**src/rtl/alu_iter_mul.sv**
```systemverilog
// EX-stage ALU: single-cycle and/xor/sll/add/sub/addi/srai plus an iterative shift-add mul.
// Latency: 0 cycles for single-cycle ops; mul = 33 cycles (17 with ALU_MUL_2BIT_EN defined).
// Backpressure: stall_o holds the pipeline while a mul is in flight; flush_i aborts it.
module alu_iter_mul (
    input  logic        clk_i,
    input  logic        rst_i,
    input  logic        valid_i,
    input  logic        flush_i,
    input  logic [2:0]  ALUCtrl_i,
    input  logic [31:0] data1_i,
    input  logic [31:0] data2_i,
    output logic [31:0] data_o,
    output logic        zero_o,
    output logic        stall_o
);

    localparam logic [2:0] OP_AND  = 3'b000;
    localparam logic [2:0] OP_XOR  = 3'b001;
    localparam logic [2:0] OP_SLL  = 3'b010;
    localparam logic [2:0] OP_ADD  = 3'b011;
    localparam logic [2:0] OP_SUB  = 3'b100;
    localparam logic [2:0] OP_MUL  = 3'b101;
    localparam logic [2:0] OP_ADDI = 3'b110;
    localparam logic [2:0] OP_SRAI = 3'b111;

`ifdef ALU_MUL_2BIT_EN
    localparam logic [4:0] CNT_LAST = 5'd15;
`else
    localparam logic [4:0] CNT_LAST = 5'd31;
`endif

    typedef enum logic [1:0] {
        S_IDLE = 2'd0,
        S_MUL  = 2'd1,
        S_DONE = 2'd2
    } state_t;

    state_t      state;
    state_t      state_nxt;
    logic [31:0] mcand;
    logic [31:0] mplier;
    logic [31:0] acc;
    logic [4:0]  cnt;

    logic [31:0] mcand_nxt;
    logic [31:0] mplier_nxt;
    logic [31:0] acc_nxt;
    logic [31:0] comb_res;
    logic [4:0]  shamt;
    logic        mul_req;
    logic        start;
    logic        step;

    assign shamt   = data2_i[4:0];
    assign mul_req = valid_i & ~flush_i & (ALUCtrl_i == OP_MUL);

    // The mul code has no single-cycle result; it reads as 0 while IDLE.
    always_comb begin
        comb_res = 32'd0;
        case (ALUCtrl_i)
            OP_AND:  comb_res = data1_i & data2_i;
            OP_XOR:  comb_res = data1_i ^ data2_i;
            OP_SLL:  comb_res = data1_i << shamt;
            OP_ADD:  comb_res = data1_i + data2_i;
            OP_SUB:  comb_res = data1_i - data2_i;
            OP_ADDI: comb_res = data1_i + data2_i;
            OP_SRAI: comb_res = $signed(data1_i) >>> shamt;
            default: comb_res = 32'd0;
        endcase
    end

    always_comb begin
        acc_nxt    = acc;
        mcand_nxt  = mcand;
        mplier_nxt = mplier;
`ifdef ALU_MUL_2BIT_EN
        acc_nxt    = acc + (mplier[0] ? mcand : 32'd0)
                         + (mplier[1] ? {mcand[30:0], 1'b0} : 32'd0);
        mcand_nxt  = {mcand[29:0], 2'b00};
        mplier_nxt = {2'b00, mplier[31:2]};
`else
        acc_nxt    = acc + (mplier[0] ? mcand : 32'd0);
        mcand_nxt  = {mcand[30:0], 1'b0};
        mplier_nxt = {1'b0, mplier[31:1]};
`endif
    end

    always_comb begin
        state_nxt = state;
        stall_o   = 1'b0;
        data_o    = comb_res;
        start     = 1'b0;
        step      = 1'b0;
        case (state)
            S_IDLE: begin
                if (mul_req) begin
                    stall_o   = 1'b1;
                    start     = 1'b1;
                    state_nxt = S_MUL;
                end
            end
            S_MUL: begin
                data_o = 32'd0;
                if (flush_i) begin
                    state_nxt = S_IDLE;
                end else begin
                    stall_o = 1'b1;
                    step    = 1'b1;
                    if (cnt == CNT_LAST) begin
                        state_nxt = S_DONE;
                    end
                end
            end
            S_DONE: begin
                // Unconditional return keeps the mul still sitting in EX from relaunching here.
                data_o    = acc;
                state_nxt = S_IDLE;
            end
            default: begin
                state_nxt = S_IDLE;
            end
        endcase
    end

    assign zero_o = (data_o == 32'd0);

    always_ff @(posedge clk_i or posedge rst_i) begin
        if (rst_i) begin
            state <= S_IDLE;
        end else begin
            state <= state_nxt;
        end
    end

    always_ff @(posedge clk_i or posedge rst_i) begin
        if (rst_i) begin
            mcand  <= 32'd0;
            mplier <= 32'd0;
            acc    <= 32'd0;
            cnt    <= 5'd0;
        end else if (start) begin
            mcand  <= data1_i;
            mplier <= data2_i;
            acc    <= 32'd0;
            cnt    <= 5'd0;
        end else if (step) begin
            mcand  <= mcand_nxt;
            mplier <= mplier_nxt;
            acc    <= acc_nxt;
            cnt    <= cnt + 5'd1;
        end
    end

endmodule

```
**config.mk**
```make
export PLATFORM = sky130hd
export DESIGN_NAME = alu_iter_mul
export DESIGN_NICKNAME = d
export VERILOG_FILES = /design/src/rtl/alu_iter_mul.sv
export SDC_FILE = /design/constraint.sdc
export NUM_CORES = 1
export LEC_CHECK = 0
export CORE_MARGIN = 10
export CORE_UTILIZATION = 62
export DETAILED_ROUTE_END_ITERATION = 7
export MAX_ROUTING_LAYER = met4
export PLACE_DENSITY = 0.84
export SLEW_MARGIN = 20
export SYNTH_ARGS = -nofsm -noshare
export SYNTH_HDL_FRONTEND = slang
export SYNTH_SLANG_ARGS = --single-unit
```
**constraint.sdc**
```tcl
create_clock -name clk_i -period 13.75 [get_ports clk_i]
set_input_delay 2.0625 -clock clk_i [delete_from_list [all_inputs] [get_ports clk_i]]
set_output_delay 2.0625 -clock clk_i [all_outputs]
set_load 0.02 [all_outputs]
```
# Word-level counts from Yosys, hierarchy flattened
# Cells that the tools add are included.
# op_classes
add_sub_neg	4
n_eq_ne	12
n_shift	2
mux	20
n_bitwise	5
n_reduce_logical	6
# ops
operator	count
$mux 32	7
$pmux 32 s6	1
$add 32x32->32	2
$pmux 32 s2	1
$and 32x32->32	1
$logic_not 32->1	1
$shl 32x5->32	1
$sshr 32x5->32	1
$sub 32x32->32	1
$xor 32x32->32	1
$eq 3x3->1 const B	4
$mux 5	2
$eq 3x2->1 const B	2
$mux 2	3
$add 5x1->5 const B	1
$eq 5x5->1 const B	1
$mux 1	4
$pmux 2 s2	1
$eq 3x1->1 const B	1
$logic_not 3->1	1
$ne 3x3->1 const B	1
$and 1x1->1	2
$eq 2x1->1 const B	1
$eq 2x2->1 const B	1
other kinds (7)	7
# word_totals
regBits	103
inputBits	71
output_inout_bits	34
elab_cells	54

# Logic depth before layout (Yosys ltp)
# Gate-level depths: netlist of the first run.
# depth
ltp_word	6
depth_mapped	26
depth_no_buf	21

# Least setup slack after synthesis of the first run
# No wires, ideal clock.
# synth_timing
path_kind	in2out
startpoint	input port ALUCtrl_i[0]
endpoint	output port zero_o
arrival_ns	9.541
required_ns	11.687
slack_ns	2.147
cell_stages	23
path_buffers	7
cell_sequence	clkbuf_1 > buf_1 > clkbuf_1 > buf_1 > clkbuf_1 > xor2_1 > and2_1 > clkbuf_1 > buf_1 > a21oi_1 > xnor2_1 > ha_1 > or3_1 > a31o_2 > nand3_1 > nand2_1 > and3b_1 > or4_1 > or4_1 > or4_1 > or4_1 > or4_1 > nor4b_2
# synth_via
elab_chain_len	5
word_cells_on_any_way	11
cone_classes	eq/ne (6); mux (2); reduce/logical (3)
# synth_rtl
item	line	source
start, declared	9	input logic [2:0] ALUCtrl_i,
$eq 3x3->1 / $eq 3x2->1 (equally long branches)	60	case (ALUCtrl_i)
$reduce_or 2->1 (no line)	-	
$pmux 32 s6 (*)	60	
$pmux 32 s2 (*)	94	case (state)
named net data_o[17]	12	output logic [31:0] data_o,
$logic_not 32->1 (*)	125	assign zero_o = (data_o == 32'd0);
end, declared	13	output logic zero_o,
# The timed path passes the listed nets; every way through them passes the cells marked *.

# Worst setup path in the final report of the first run
# layout_timing
startpoint	input port data2_i[1]
endpoint	output port zero_o
# layout_via
elab_chain_len	4
word_cells_on_any_way	9
cone_classes	add/sub (2); shift (2); mux (2); bitwise (2); reduce/logical (1)
# layout_rtl
item	line	source
start, declared	11	input logic [31:0] data2_i,
$add 32x32->32 (tied with other cells)	64, 66	
$pmux 32 s6 (*)	60	
$pmux 32 s2 (*)	94	
$logic_not 32->1 (*)	125	
# Mark *: on every way between the ends. The rest lies on a longest branch, timed or not.

==> key figures, run 1 <==
CTS
  – Max Root-Sink Buffers: 2
  – Post-cts resize count: 0
  – Clock latency on the worst-skew pair: 0.38 ns
  – Clock root buffer master: clkbuf_16
  – TritonCTS clock tree: built
  – Cts hold-fix bufs: 0
  – Clk sink count: 103
  – CTS Buf Count: 9
  – Setup Fix Bufs, Post-CTS: 0
  – CTS H-tree lvls: 3
  – Worst-path clk slew: 0.08 ns

Power and ir drop
  – Sequential power share: 0.283
  – PwrDens: 127 nW/um^2
  – Net Sw Power: 0.982 mW
  – Design internal power: 1.04 mW
  – Switch share: 0.485
  – Power share of the combinational group: 0.579
  – Leak pwr: 6.78 nW
  – Clock network power share: 0.138
  – Maximum VDD drop: 0.129 mV

STA
  – Fin crit period: 11.65 ns
  – Period utilization: 0.847
  – Setup Skew: 0.0147 ns
  – Max Slew Vio Count: 0
  – Finish-stage setup viols: 0
  – Slew headroom: 0.292
  – Unrepaired setup endpoints after global routing: false
  – Max Fclk: 85.8 MHz
  – Total negative slack: 0 ns
  – Fin. Hold Viols: 0
  – Hold Slack: 0.506 ns
  – Worst slew pin tran: 1.06 ns

Synth
  – Synth Area in XOR/XNOR: 0.0426
  – Synthesized Nets: 2093
  – Cell Area, Synth: 14600 um^2
  – Synth Area in Simple Gates: 0.234
  – Asr flop ratio synth: 1.00
  – Yosys top cell area share: 0.177
  – Cell count after synthesis: 1916
  – #FFs+latches synth: 103
  – Ranking of synthesized cells by area: dfrtp_1 (18%), ha_1 (8.9%), nand2_1 (7.4%)
  – Syn Area/Cell: 7.61 um^2
  – Main combinational cell family by area after synthesis: compound AO/OA/AOI/OAI gates
  – Netlist cell types: 79
  – Count leader, synth: nand2_1
  – Post-synthesis mux area share: 0.168
  – Synth area leader: dfrtp_1
  – EDFF count, synth: 0
  – Adder-cell share of the synthesized area: 0.0920
  – Compound-Gate Fraction of Synth Area: 0.239
  – Synth top cells by count: nand2_1 (289), nor2_1 (188), a21oi_1 (149)
  – Share of the yosys chip area belonging to registers: 0.177
  – Synth warnings: 0
  – Synth Flop Type: dfrtp_1

Routing
  – Vias per Instance: 7.40
  – Final WL: 61700 um
  – DRT iter0 DRCs: 3021
  – Routed len/inst: 27.6 um
  – Drt pass-1 iters: 7
  – DRC: 0
  – Via count: 16553
  – Post-DRT Antenna Nets: 0

Run
  – Max Cap Viol: 0

Placement
  – Hpwl dp: 45400 um
  – Placer Congestion: 1.19
  – Post-DP Area: 15700 um^2
  – IO buf count: 104

Critical path
  – Critical Path Start Type: input port
  – CP max FO: 20
  – Setup crit end kind: output pin
  – Worst Path Required: 11.69 ns
  – Worst Path Arrival: 9.59 ns
  – Kind of critical path: input port to output pin

Die
  – Initial Utilization: 0.625
  – Core area: 23300 um^2
  – Die H: 173 um
  – # IOs: 105
  – Die W: 173 um
  – Std-Cell Rows: 56
  – Die area: 30100 um^2

Min path
  – HP Class: flop to flop

Status
  – Outcome: finished clean

Global route
  – Largest net degree at the start of global routing: 91
  – First-pass GRT wire length: 92900 um
  – Global route overflow: 0
  – Global Route Usage Sum: 0.402
  – Antenna violations before repair: 1
  – Vias in the first global route: 15062

Layout
  – Final nets: 2090
  – Ratio of cells with drive above 1 in the final layout: 0.0892
  – P&R area growth vs syn: 9.37%
  – Final Util: 0.684
  – Final instance area: 16000 um^2
[power groups by stage]
| stage | sequential, mW | clock [mW] | combinational, mW |
|---|---|---|---|
| final | 0.573 | 0.280 | 1.17 |
| after global routing | 0.586 | 0.286 | 1.27 |
| after CTS | 0.566 | 0.277 | 1.14 |
| after detailed placement | 0.569 | 0 | 1.13 |
| after global placement | 0.562 | 0 | 1.09 |
| after floorplan | 0.510 | 0 | 0.817 |
[flip-flops by register name, indices dropped and copies added (netlist names)]
register	cells
acc	32
cnt	5
mcand	32
mplier	32
state	2
[cells by family after synthesis]
group / after synthesis
simple gates: 734
compound gates: 535
buf+inv: 180
fa+ha+maj: 106
flops: 103
xor+xnor: 71
mux: 187
[stage by stage]
stage          setup slack [ns]  std cells  power [mW]
4_1_cts                    2.23       2236        1.98
3_5_place_dp               2.25       2221        1.70
3_3_place_gp               2.33       2221        1.65
5_1_grt                    1.76       2237        2.14
6_report                   2.10       2237        2.03
2_1_floorplan              2.15       1916        1.33
[final timing paths]
check                                             from                endpoint  slack [ns]  depth (start not counted)
worst max-delay path                        data2_i[1]                  zero_o        2.10                         21
worst min-delay path            mplier[31]$_DFFE_PP0N_  mplier[31]$_DFFE_PP0N_        0.51                          2
worst max register to register   mplier[0]$_DFFE_PP0N_     acc[28]$_DFFE_PP0N_        8.99                         15
worst min register to register  mplier[31]$_DFFE_PP0N_  mplier[31]$_DFFE_PP0N_        0.51                          2
max in group asynchronous                        rst_i   mplier[7]$_DFFE_PP0N_       10.39                          3
min in group asynchronous                        rst_i      cnt[2]$_DFFE_PP0N_        2.09                          2
[worst max-delay path, stage by stage]
cell             delay, ns
buf_4                 0.18
inv_1                 0.67
ha_1                  0.36
nand2_1               0.14
or3_1                 0.42
nor3_1                0.47
nor2_1                0.10
xor2_1                0.18
ha_1                  0.36
nand4_1               0.20
o22ai_1               0.11
nor3_1                0.46
mux2i_1               0.25
o21ai_0               0.09
or4_1                 0.53
or4_1                 0.52
or4_1                 0.55
or4_1                 0.53
or4_1                 0.51
nor4b_2               0.23
clkdlybuf4s50_1       0.65
[layout make-up]
cell class                      count  area (um^2)
Multi-Input combinational cell   1633        11300
Sequential cell                   103         2580
Clock inverter                      6         53.8
Fill cell                        1945         7380
Clock buffer                        9          225
Antenna cell                        1         2.50
Tap cell                          319          399
Inverter                           29          111
Timing Repair Buffer              137         1260
[routing by layer]
metal	wire length [um]	track usage	vias up	share of wire
li1	-	-	7048	-
met1	23700	0.510	7785	0.38
met2	26000	0.579	1387	0.42
met3	8110	0.105	333	0.13
met4	3880	0.204	0	0.063
met5	0	-	-	0
[cell usage in the layout (no fill, tap or decap), types with 10 or more instances in the layout]
cell type / instances
o221ai_1: 10
a21oi_1: 149
nand2b_1: 19
buf_4: 35
or3_1: 15
clkdlybuf4s50_1: 98
mux2_2: 42
mux4_2: 40
o22ai_1: 28
ha_1: 104
o21bai_1: 10
dfrtp_1: 103
and3_1: 14
a31oi_1: 67
nor3_1: 28
and2_1: 46
mux2i_1: 101
a221oi_1: 12
inv_1: 27
nor2b_1: 27
o21ai_0: 78
a211o_1: 15
a22oi_1: 11
o21a_1: 10
xor2_1: 33
nand3_1: 37
xnor2_1: 38
nand2_1: 288
a21o_1: 19
a211oi_1: 23
nand4_1: 14
nor2_1: 188
o211ai_1: 27
(Power assumes the default switching activity.)
==> run 2: changes to the inputs <==
Clock period 13.75 ns to 11.6 ns, I/O delays scaled along.
==> run 2 against run 1 <==
Via count is 0.34% lower. Largest power group unchanged. Sequential power is 17% higher. Critical path depth is 1 lower. Design area is 0.42% higher. Critical path type unchanged. Global-route usage is 0.40 points higher. Power is 19% higher. Largest cell class unchanged. Core utilization is 0.28 points higher. Clock skew is 0.0027 ns higher. Clock power is 16% higher.
==> key figures, run 2 (same netlist as run 1, synthesis figures left out) <==
Status
  – Outcome: finished clean

CTS
  – Post-cts resize count: 0
  – Cts hold-fix bufs: 0
  – Max Root-Sink Buffers: 2
  – Worst-path clk slew: 0.10 ns
  – CTS Buf Count: 9
  – Clock root buffer master: clkbuf_16
  – TritonCTS clock tree: built
  – Setup Fix Bufs, Post-CTS: 0
  – Clock latency on the worst-skew pair: 0.38 ns
  – CTS H-tree lvls: 3
  – Clk sink count: 103

STA
  – Fin worst setup slack: 1.06 ns
  – Slew headroom: 0.283
  – Setup Skew: 0.0175 ns
  – Period utilization: 0.909
  – Total negative slack: 0 ns
  – Fin crit period: 10.54 ns
  – Worst slew pin tran: 1.07 ns
  – Fin. Hold Viols: 0
  – Unrepaired setup endpoints after global routing: false
  – Max Slew Vio Count: 0
  – Max Fclk: 94.9 MHz
  – Hold Slack: 0.518 ns
  – Finish-stage setup viols: 0

Critical path
  – Worst Path Required: 9.86 ns
  – CP max FO: 6
  – CP cell instances: clkdlybuf4s50_1 > nor4_1 > nand2b_1 > or3_1 > nor3_1 > nor2_1 > xor2_1 > ha_1 > nand4_1 > o22ai_1 > nor3_1 > mux2i_1 > o21ai_0 > or4_1 > or4_1 > or4_1 > or4_1 > or4_1 > nor4b_2 > clkdlybuf4s50_1
  – RR Endpoint: acc[28]$_DFFE_PP0N_
  – Worst setup path end: zero_o
  – Kind of critical path: input port to output pin
  – Critical path origin: data2_i[9]
  – Worst Path Arrival: 8.80 ns
  – Critical Path Start Type: input port
  – Worst Reg2Reg Path Length in Cells: 16
  – Setup crit end kind: output pin
  – Most used cell, CP: or4_1
  – Worst R2R Start: mplier[0]$_DFFE_PP0N_
  – R2r setup slk: 7.23 ns
  – Crit-path max cell delay: 0.65 ns
  – CP max stage cell: clkdlybuf4s50_1

Global route
  – Vias in the first global route: 15338
  – Largest net degree at the start of global routing: 77
  – First-pass GRT wire length: 94200 um
  – Global route overflow: 0
  – Global Route Usage Sum: 0.406
  – Antenna violations before repair: 1

Placement
  – Placer Congestion: 1.19
  – Post-Place Setup Slack: 1.10 ns
  – Hpwl dp: 46000 um
  – IO buf count: 104
  – Placed cells: 2226

Routing
  – Drt pass-1 iters: 7
  – Via count: 16497
  – Post-DRT Antenna Nets: 0
  – Routed len/inst: 27.7 um
  – DRT iter0 DRCs: 2699
  – DRC: 0
  – Vias per Instance: 7.35
  – Final WL: 62100 um

Layout
  – Final nets: 2096
  – Largest regs: acc: 32 flops, mcand: 32 flops, mplier: 32 flops
  – Ratio of cells with drive above 1 in the final layout: 0.0926
  – Non-Filler Instances: 2244
  – Most common cell after layout, fill and taps aside: nand2_1
  – P&R area growth vs syn: 9.82%
  – Final Util: 0.687
  – Most frequent cells in the layout: nand2_1 (288), nor2_1 (188), a21oi_1 (149)

Die
  – Die area: 30100 um^2
  – Std-Cell Rows: 56
  – Core area: 23300 um^2
  – Die W: 173 um
  – Die H: 173 um
  – # IOs: 105
  – Initial Utilization: 0.625

Min path
  – HP Class: flop to flop

Power and ir drop
  – PwrDens: 150 nW/um^2
  – Leak pwr: 6.83 nW
  – Maximum VDD drop: 0.129 mV

Run
  – Max Cap Viol: 0
[run 2: cell count changes in the layout (fill, tap and decap cells not counted)]
cell,change
clkinv_4,+2
clkinv_2,+1
nor4b_1,-1
diode_2,+1
buf_4,+5
clkinvlp_4,-3
nor4b_2,+1
buf_12,+1
[run 2: report_power, final]
group / internal, mW / total [mW] / leakage [nW] / switching (mW)
Combinational: 0.572 / 1.41 / 5.39 / 0.841
Sequential: 0.518 / 0.669 / 1.30 / 0.151
Clock: 0.150 / 0.326 / 0.140 / 0.176
Total: 1.24 / 2.41 / 6.83 / 1.17
[run 2: final cells by class]
class                   count  area [um^2]
flip-flops and latches    103         2580
inverters                  29          111
diodes                      2         5.00
repair buffers            143         1320
clock inverters             6         53.8
fillers                  1921         7310
well taps                 319          399
multi-input cells        1633        11300
clock buffers               9          225
[run 2: through the flow]
stage / area (um^2) / power [mW]
floorplan: 14600 / 1.57
global placement: 15700 / 1.97
detailed placement: 15700 / 2.02
CTS: 16000 / 2.34
global route: 16000 / 2.53
finish: 16000 / 2.41
[run 2: routing by layer]
| layer | track usage | wire length, um | share of wire | vias to the layer above |
|---|---|---|---|---|
| li1 | - | - | - | 7086 |
| met1 | 0.503 | 23000 | 0.37 | 7702 |
| met3 | 0.121 | 8950 | 0.14 | 306 |
| met2 | 0.587 | 26300 | 0.42 | 1403 |
| met4 | 0.209 | 3890 | 0.063 | 0 |
| met5 | - | 0 | 0 | - |
[run 2: how the worst min path moves through the flow]
stage                     cells after the start                   start  slack (ns)                endpoint
final                                         2  mplier[31]$_DFFE_PP0N_        0.52  mplier[31]$_DFFE_PP0N_
after global routing                          2  mplier[28]$_DFFE_PP0N_        0.55  mplier[27]$_DFFE_PP0N_
after CTS                                     2  mplier[31]$_DFFE_PP0N_        0.52  mplier[31]$_DFFE_PP0N_
after detailed placement                      2  mplier[31]$_DFFE_PP0N_        0.50  mplier[31]$_DFFE_PP0N_
after global placement                        2  mplier[31]$_DFFE_PP0N_        0.48  mplier[31]$_DFFE_PP0N_
after floorplan                               2  mplier[31]$_DFFE_PP0N_        0.47  mplier[31]$_DFFE_PP0N_
[run 2: critical path: cells and delay by family]
kind | cells | cell delay (ns)
and+or+nand+nor | 13 | 4.93
buffers and inverters | 2 | 1.16
adders and majority gates | 1 | 0.37
muxes | 1 | 0.23
AOI/OAI and AO/OA | 2 | 0.19
xor gates and xnor gates | 1 | 0.16
